`config.mk`:
```
export PLATFORM = sky130hd
export DESIGN_NAME = wb_burst_reader
export DESIGN_NICKNAME = d
export VERILOG_FILES = /design/src/rtl/wb_pkg.sv /design/src/rtl/sync_fifo.sv /design/src/rtl/wb_burst_reader.sv
export SDC_FILE = /design/constraint.sdc
export NUM_CORES = 1
export LEC_CHECK = 0
export CAP_MARGIN = 0
export CORE_ASPECT_RATIO = 0.9
export CORE_MARGIN = 5
export CORE_UTILIZATION = 45
export CTS_BUF_LIST = sky130_fd_sc_hd__clkbuf_16
export DETAILED_ROUTE_END_ITERATION = 7
export GPL_TIMING_DRIVEN = 0
export PLACE_DENSITY = 0.66
export SYNTH_ARGS = -nofsm -noshare
export SYNTH_HDL_FRONTEND = slang
export SYNTH_SLANG_ARGS = --single-unit
```
`constraint.sdc`:
```
create_clock -name wb_clk -period 6.3 [get_ports wb_clk]
set_input_delay 1.89 -clock wb_clk [delete_from_list [all_inputs] [get_ports wb_clk]]
set_output_delay 1.89 -clock wb_clk [all_outputs]
set_load 0.02 [all_outputs]
```
`src/rtl/wb_pkg.sv`:
```
// Wishbone B3 registered-feedback cycle type (CTI) and burst type (BTE) encodings
// shared with the SDRAM controller's Wishbone port.
package wb_pkg;

  typedef enum logic [2:0] {
    CLASSIC     = 3'b000,
    CONST_BURST = 3'b001,
    INC_BURST   = 3'b010,
    END_BURST   = 3'b111
  } wb_cti_e;

  typedef enum logic [1:0] {
    LINEAR = 2'b00,
    WRAP4  = 2'b01,
    WRAP8  = 2'b10,
    WRAP16 = 2'b11
  } wb_bte_e;

endpackage

```
`src/rtl/sync_fifo.sv`:
```
// Single-clock first-word fall-through FIFO with occupancy and free-slot counts.
// The head word is always visible on rd_data whenever empty is low.
module sync_fifo #(
  parameter int DATA_WIDTH = 32,
  parameter int ADDR_WIDTH = 4
) (
  input  logic                  clk,
  input  logic                  rst,
  input  logic                  wr_en,
  input  logic [DATA_WIDTH-1:0] wr_data,
  input  logic                  rd_en,
  output logic [DATA_WIDTH-1:0] rd_data,
  output logic                  full,
  output logic                  empty,
  output logic [ADDR_WIDTH:0]   count,
  output logic [ADDR_WIDTH:0]   free
);

  localparam int DEPTH = 1 << ADDR_WIDTH;
  localparam logic [ADDR_WIDTH:0] DEPTH_L = (ADDR_WIDTH + 1)'(DEPTH);

  logic [DATA_WIDTH-1:0] mem [DEPTH];
  logic [ADDR_WIDTH-1:0] wr_ptr, rd_ptr;
  logic [ADDR_WIDTH:0]   cnt;
  logic                  push, pop;

  assign push    = wr_en & ~full;
  assign pop     = rd_en & ~empty;
  assign full    = (cnt == DEPTH_L);
  assign empty   = (cnt == '0);
  assign count   = cnt;
  assign free    = DEPTH_L - cnt;
  assign rd_data = mem[rd_ptr];

  // NOTE: storage has no reset; pointers and count define validity, and a
  // resettable array would cost a reset net per bit for no functional gain.
  always_ff @(posedge clk) begin
    if (push) mem[wr_ptr] <= wr_data;
  end

  // NOTE: sequential state uses non-blocking assignments so every register
  // samples pre-edge values regardless of statement order.
  always_ff @(posedge clk) begin
    if (rst) begin
      wr_ptr <= '0;
      rd_ptr <= '0;
      cnt    <= '0;
    end else begin
      if (push) wr_ptr <= wr_ptr + ADDR_WIDTH'(1);
      if (pop)  rd_ptr <= rd_ptr + ADDR_WIDTH'(1);
      case ({push, pop})
        2'b10:   cnt <= cnt + (ADDR_WIDTH + 1)'(1);
        2'b01:   cnt <= cnt - (ADDR_WIDTH + 1)'(1);
        default: cnt <= cnt;
      endcase
    end
  end

  // Space is reserved upstream before each burst, so a push into a full FIFO is a bug.
  always_ff @(posedge clk) begin
    if (!rst && wr_en) assert (!full) else $error("sync_fifo: push while full");
  end

endmodule

```
`src/rtl/wb_burst_reader.sv`:
```
// Wishbone B3 burst-read master: splits a (base, length) job into linear incrementing
// bursts and streams the fetched words out through a FWFT FIFO.
module wb_burst_reader
  import wb_pkg::*;
#(
  parameter int BURST_LEN = 8,
  parameter int FIFO_AW   = 4
) (
  input  logic        wb_clk,
  input  logic        wb_rst,
  input  logic        start_i,
  input  logic [31:0] base_adr_i,
  input  logic [23:0] len_i,
  output logic        busy_o,
  output logic        done_o,
  output logic        err_o,
  output logic [31:0] wb_adr_o,
  output logic        wb_cyc_o,
  output logic        wb_stb_o,
  output logic        wb_we_o,
  output logic [3:0]  wb_sel_o,
  output logic [2:0]  wb_cti_o,
  output logic [1:0]  wb_bte_o,
  input  logic [31:0] wb_dat_i,
  input  logic        wb_ack_i,
  input  logic        wb_err_i,
  output logic [31:0] dat_o,
  output logic        valid_o,
  input  logic        ready_i
);

  localparam int BEAT_W = $clog2(BURST_LEN) + 1;

  typedef enum logic [1:0] {IDLE, WAIT_SPACE, BURST, DONE} state_e;

  state_e              state_q, state_d;
  logic [31:0]         adr_q, adr_d;
  logic [23:0]         rem_q, rem_d;
  logic [BEAT_W-1:0]   beats_q, beats_d, burst_beats;
  logic                cyc_q, cyc_d;
  wb_cti_e             cti_q, cti_d;
  logic                err_q, err_d;

  logic                fifo_push, fifo_full, fifo_empty, bus_err, space_ok;
  logic [FIFO_AW:0]    fifo_count, fifo_free;
  logic                unused_ok;

  assign bus_err   = cyc_q & wb_err_i;
  assign fifo_push = cyc_q & wb_ack_i & ~wb_err_i;

  assign burst_beats = (rem_q >= 24'(BURST_LEN)) ? BEAT_W'(BURST_LEN) : rem_q[BEAT_W-1:0];
  assign space_ok    = 32'(fifo_free) >= 32'(burst_beats);

  // NOTE: every always_comb output is defaulted first so no path can infer a latch.
  always_comb begin
    state_d = state_q;
    adr_d   = adr_q;
    rem_d   = rem_q;
    beats_d = beats_q;
    cyc_d   = cyc_q;
    cti_d   = cti_q;
    err_d   = err_q;
    case (state_q)
      IDLE: if (start_i) begin
        adr_d   = {base_adr_i[31:2], 2'b00};
        rem_d   = len_i;
        err_d   = 1'b0;
        state_d = (len_i == '0) ? DONE : WAIT_SPACE;
      end
      WAIT_SPACE: if (space_ok) begin
        beats_d = burst_beats;
        cyc_d   = 1'b1;
        cti_d   = (burst_beats == BEAT_W'(1)) ? CLASSIC : INC_BURST;
        state_d = BURST;
      end
      BURST: begin
        if (bus_err) begin
          err_d   = 1'b1;
          cyc_d   = 1'b0;
          cti_d   = CLASSIC;
          state_d = DONE;
        end else if (fifo_push) begin
          adr_d   = adr_q + 32'd4;
          rem_d   = rem_q - 24'd1;
          beats_d = beats_q - BEAT_W'(1);
          if (beats_q == BEAT_W'(1)) begin
            cyc_d   = 1'b0;
            cti_d   = CLASSIC;
            state_d = (rem_q == 24'd1) ? DONE : WAIT_SPACE;
          end else begin
            // The beat after this ack is the last one when only two remain.
            cti_d = (beats_q == BEAT_W'(2)) ? END_BURST : INC_BURST;
          end
        end
      end
      DONE:    state_d = IDLE;
      default: state_d = IDLE;
    endcase
  end

  always_ff @(posedge wb_clk) begin
    if (wb_rst) begin
      state_q <= IDLE;
      adr_q   <= '0;
      rem_q   <= '0;
      beats_q <= '0;
      cyc_q   <= 1'b0;
      cti_q   <= CLASSIC;
      err_q   <= 1'b0;
    end else begin
      state_q <= state_d;
      adr_q   <= adr_d;
      rem_q   <= rem_d;
      beats_q <= beats_d;
      cyc_q   <= cyc_d;
      cti_q   <= cti_d;
      err_q   <= err_d;
    end
  end

  sync_fifo #(
    .DATA_WIDTH(32),
    .ADDR_WIDTH(FIFO_AW)
  ) u_fifo (
    .clk    (wb_clk),
    .rst    (wb_rst),
    .wr_en  (fifo_push),
    .wr_data(wb_dat_i),
    .rd_en  (ready_i),
    .rd_data(dat_o),
    .full   (fifo_full),
    .empty  (fifo_empty),
    .count  (fifo_count),
    .free   (fifo_free)
  );

  assign unused_ok = ^{fifo_count, fifo_full, base_adr_i[1:0]};

  assign busy_o   = (state_q != IDLE);
  assign done_o   = (state_q == DONE);
  assign err_o    = err_q;
  assign wb_adr_o = adr_q;
  assign wb_cyc_o = cyc_q;
  assign wb_stb_o = cyc_q;
  assign wb_we_o  = 1'b0;
  assign wb_sel_o = 4'hF;
  assign wb_cti_o = cti_q;
  assign wb_bte_o = LINEAR;
  assign valid_o  = ~fifo_empty;

endmodule
```
==> summary.txt <==
Global route
  – Initial antenna violation count: 5
  – Vias in the first global route: 14,790
  – First-pass GRT wire length: 95.1 mm
  – Largest net degree at the start of global routing: 26
  – All-Layer GR Usage: 21.4%
  – GR Overflow Total: 0

Clocking
  – Longest Clk Path Bufs: 3
  – Later-pin clock latency in the skew report: 0.63 ns
  – Setup bufs post-CTS: 0
  – CTS tree: done
  – CTS root buffer: clkbuf_16
  – # hold bufs at CTS: 0
  – Reg clk slew, reported paths: 0.06 ns
  – Post-cts sizing count: 0
  – Clk sink count: 593
  – CTS HTree Levels: 2
  – TritonCTS Buffers: 58

Die
  – Initial Util: 45.2%
  – Row count: 81
  – Chip Width: 255 um
  – Die Height: 231 um
  – I/O Pins: 174
  – Die area: 0.0590 mm2
  – Core Area: 0.0540 mm2

Flow run
  – Maximum Capacitance Violations: 0

Timing
  – Final setup viols: 0
  – Fin crit share: 94.8%
  – Min cycle time layout: 5.97 ns
  – Worst slew margin: 6.68%
  – Worst Hold Slack: 0.495 ns
  – Hold Fails Final Rpt: 0
  – Worst-margin pin slew: 1.39 ns
  – Worst Skew: 0.0264 ns
  – RSZ-0062 raised after global routing: no
  – Max-slew violations: 0
  – FMAX: 167 MHz

Worst setup path
  – CP Max Fanout: 10
  – FF-to-FF setup slack: 2.15 ns
  – Worst path required time: 4.41 ns
  – CP Class: reg2out
  – Worst stage delay on the critical path: 0.91 ns
  – FF-to-FF End: beats_q[0]
  – CP Cell Sequence: clkbuf_1, buf_1, mux4_2, mux4_2, clkdlybuf4s50_1
  – R2R Path Start: rem_q[3]
  – CP arrival: 4.08 ns
  – Most used cell, CP: mux4_2
  – Max stage delay cell, worst path: buf_1
  – Worst R2R Path Depth: 11
  – Setup crit start kind: register
  – Setup crit end kind: output pin

Placement
  – Placed cell areas: 0.0275 mm2
  – PortBufs: 161
  – Placer congestion estimate: 0.932
  – Post-DP HPWL: 42.3 mm

Logic synthesis
  – Number of flops mapped to enable cells by yosys: 512
  – Yosys top cell by area: edfxtp_1
  – Yosys warning total: 0
  – Sequential area share after synthesis: 69.7%
  – Synth unique cells: 74
  – Post-synth top area share: 63.0%
  – Top cells by area, synth: edfxtp_1 63%, mux4_2 15%, dfxtp_1 6.6%
  – Number of synthesized register bits: 593
  – Mapped Cells: 1,407
  – Mapped Area: 0.0244 mm2
  – Synth Flop Type: edfxtp_1
  – Asr flop ratio synth: 0%
  – Syn Area/Cell: 17.3 um2

Drt
  – # DRC: 0
  – First-pass DRT Iterations: 5
  – Via count: 14,578
  – Via-per-instance ratio: 5.99
  – Final ANT Viol Nets: 0
  – Detailed-route wire length per cell: 26.4 um
  – Initial DRC count: 1,754
  – Routed WL: 64.2 mm

Power
  – Sw power: 3.21 mW
  – PwrDens: 365 mW/mm2
  – Internal Power: 7.52 mW
  – Leak: 9.28 nW
  – Flop pwr share: 42.9%
  – Comb power frac: 24.8%
  – Peak supply drop: 234 uV
  – Switching part of the total power: 29.9%
  – Clock Power Share: 32.4%

Finish
  – Finished Cell Area: 0.0294 mm2
  – Commonest non-fill, non-tap cells in the layout: 512 x edfxtp_1, 161 x clkdlybuf4s50_1, 160 x mux4_2
  – FILL cells: 4,210
  – Area of the multi-input gates: 0.00702 mm2
  – Total area of sequential cells: 0.0170 mm2
  – Layout cell share with drive strength beyond 1: 19.2%
  – Area Overhead vs Synth: 20.6%
  – Most common cell after layout, fill and taps aside: edfxtp_1
  – Final layout net count: 1,797

Hold path
  – Type of the most critical hold path: reg2reg
  – Hold endpoint: rem_q[21]
  – Hold Path Depth: 2
  – Hold Crit Start: rem_q[21]

Outcome
  – Status: complete, no violations
==> kinds of logic (layout without fill, tap and decap cells) <==
| kind of cell | count (synthesis) | count (layout) | share of synthesized area [%] |
|---|---|---|---|
| xor+xnor | 10 | 10 | 0.359 |
| fa+ha+maj | 24 | 24 | 1.26 |
| compound gates | 195 | 195 | 5.24 |
| mux | 170 | 170 | 15.2 |
| other cells | 2 | 11 | 0.0308 |
| flops | 593 | 593 | 69.7 |
| simple gates | 296 | 296 | 6.26 |
| buf+inv | 117 | 429 | 1.98 |
==> metal layers <==
layer,part of all wire [%],up-vias,GRT usage [%]
met1,42,7542,30.4
met3,8.0,116,5.09
met2,47,655,34.0
met5,0.064,-,0
li1,-,6259,-
met4,2.6,6,5.41
==> per-stage QoR <==
stage	util (%)	cells	setup WS, ns	TNS, ns	power, mW
after floorplan	-	1414	0.0722	0	6.30
after global placement	49.8	2280	-4.77	-1053.56	7.27
after detailed placement	50.9	2324	0.899	0	7.30
after CTS	54.5	2431	0.240	0	10.8
after global routing	54.5	2432	0.0318	0	11.2
final	54.5	2433	0.325	0	10.7
==> power by group through the flow <==
stage	logic (mW)	registers (mW)	clock network (mW)
floorplan	1.60	4.70	0
global placement	2.60	4.67	0
detailed placement	2.63	4.67	0
CTS	2.64	4.59	3.53
global route	2.85	4.61	3.69
finish	2.66	4.60	3.47
==> cells in the mapped netlist, drive strengths merged, types with 3 or more instances <==
library cell  number
a31o               4
nand2             62
nand3             16
xnor2              5
mux4             160
nor4              21
buf               29
or4                6
o211ai             3
nor2b              8
and4               5
or3               10
and3              12
a22oi              6
a32o               6
edfxtp           512
a21o               5
ha                23
a21oi             54
mux2i              9
nor3b              4
nand4             17
a311oi             3
a22o               7
nand3b             4
a2bb2oi            6
dfxtp             81
nand2b             7
o22ai              7
nor3              30
o31ai              6
and2              14
o21a               3
a31oi              8
xor2               5
a211oi            13
nor2              74
o21ai             43
inv               26
clkbuf            62
==> flip-flops by register name, indices dropped and copies added (netlist names), named ones only <==
register,count
u_fifo.mem,512
err_o,1
u_fifo.wr_ptr,4
wb_cyc_o,1
beats_q,4
rem_q,24
u_fifo.count,5
wb_adr_o,30
state_q,2
wb_cti_o,2
u_fifo.rd_ptr,4
==> layout make-up <==
| class | count | share of cell area [%] |
|---|---|---|
| Sequential cell | 593 | 57.8 |
| Multi-Input combinational cell | 704 | 23.9 |
| Timing Repair Buffer | 205 | 7.17 |
| Clock buffer | 58 | 4.93 |
| Tap cell | 705 | 3.00 |
| Clock inverter | 49 | 1.60 |
| Buffer | 91 | 1.31 |
| Inverter | 26 | 0.332 |
| Antenna cell | 2 | 0.0170 |
==> critical path, delay by kind of cell, from the launching register on <==
kind | cells | cell delay (ns)
DFF | 1 | 0.32
buffers and inverters | 3 | 1.96
muxes | 2 | 1.16
==> how the worst max path moves through the flow <==
stage,start,end,slack [ns],depth (start not counted)
5_1_grt,register,dat_o[4],0.03,5
3_5_place_dp,wb_err_i,u_fifo.count[4],0.90,11
3_3_place_gp,wb_err_i,u_fifo.mem[0][16],-4.77,5
6_report,register,dat_o[5],0.33,5
4_1_cts,register,dat_o[31],0.24,5
2_1_floorplan,wb_err_i,u_fifo.mem[2][0],0.07,4
Power figures use the tool's default switching activity.
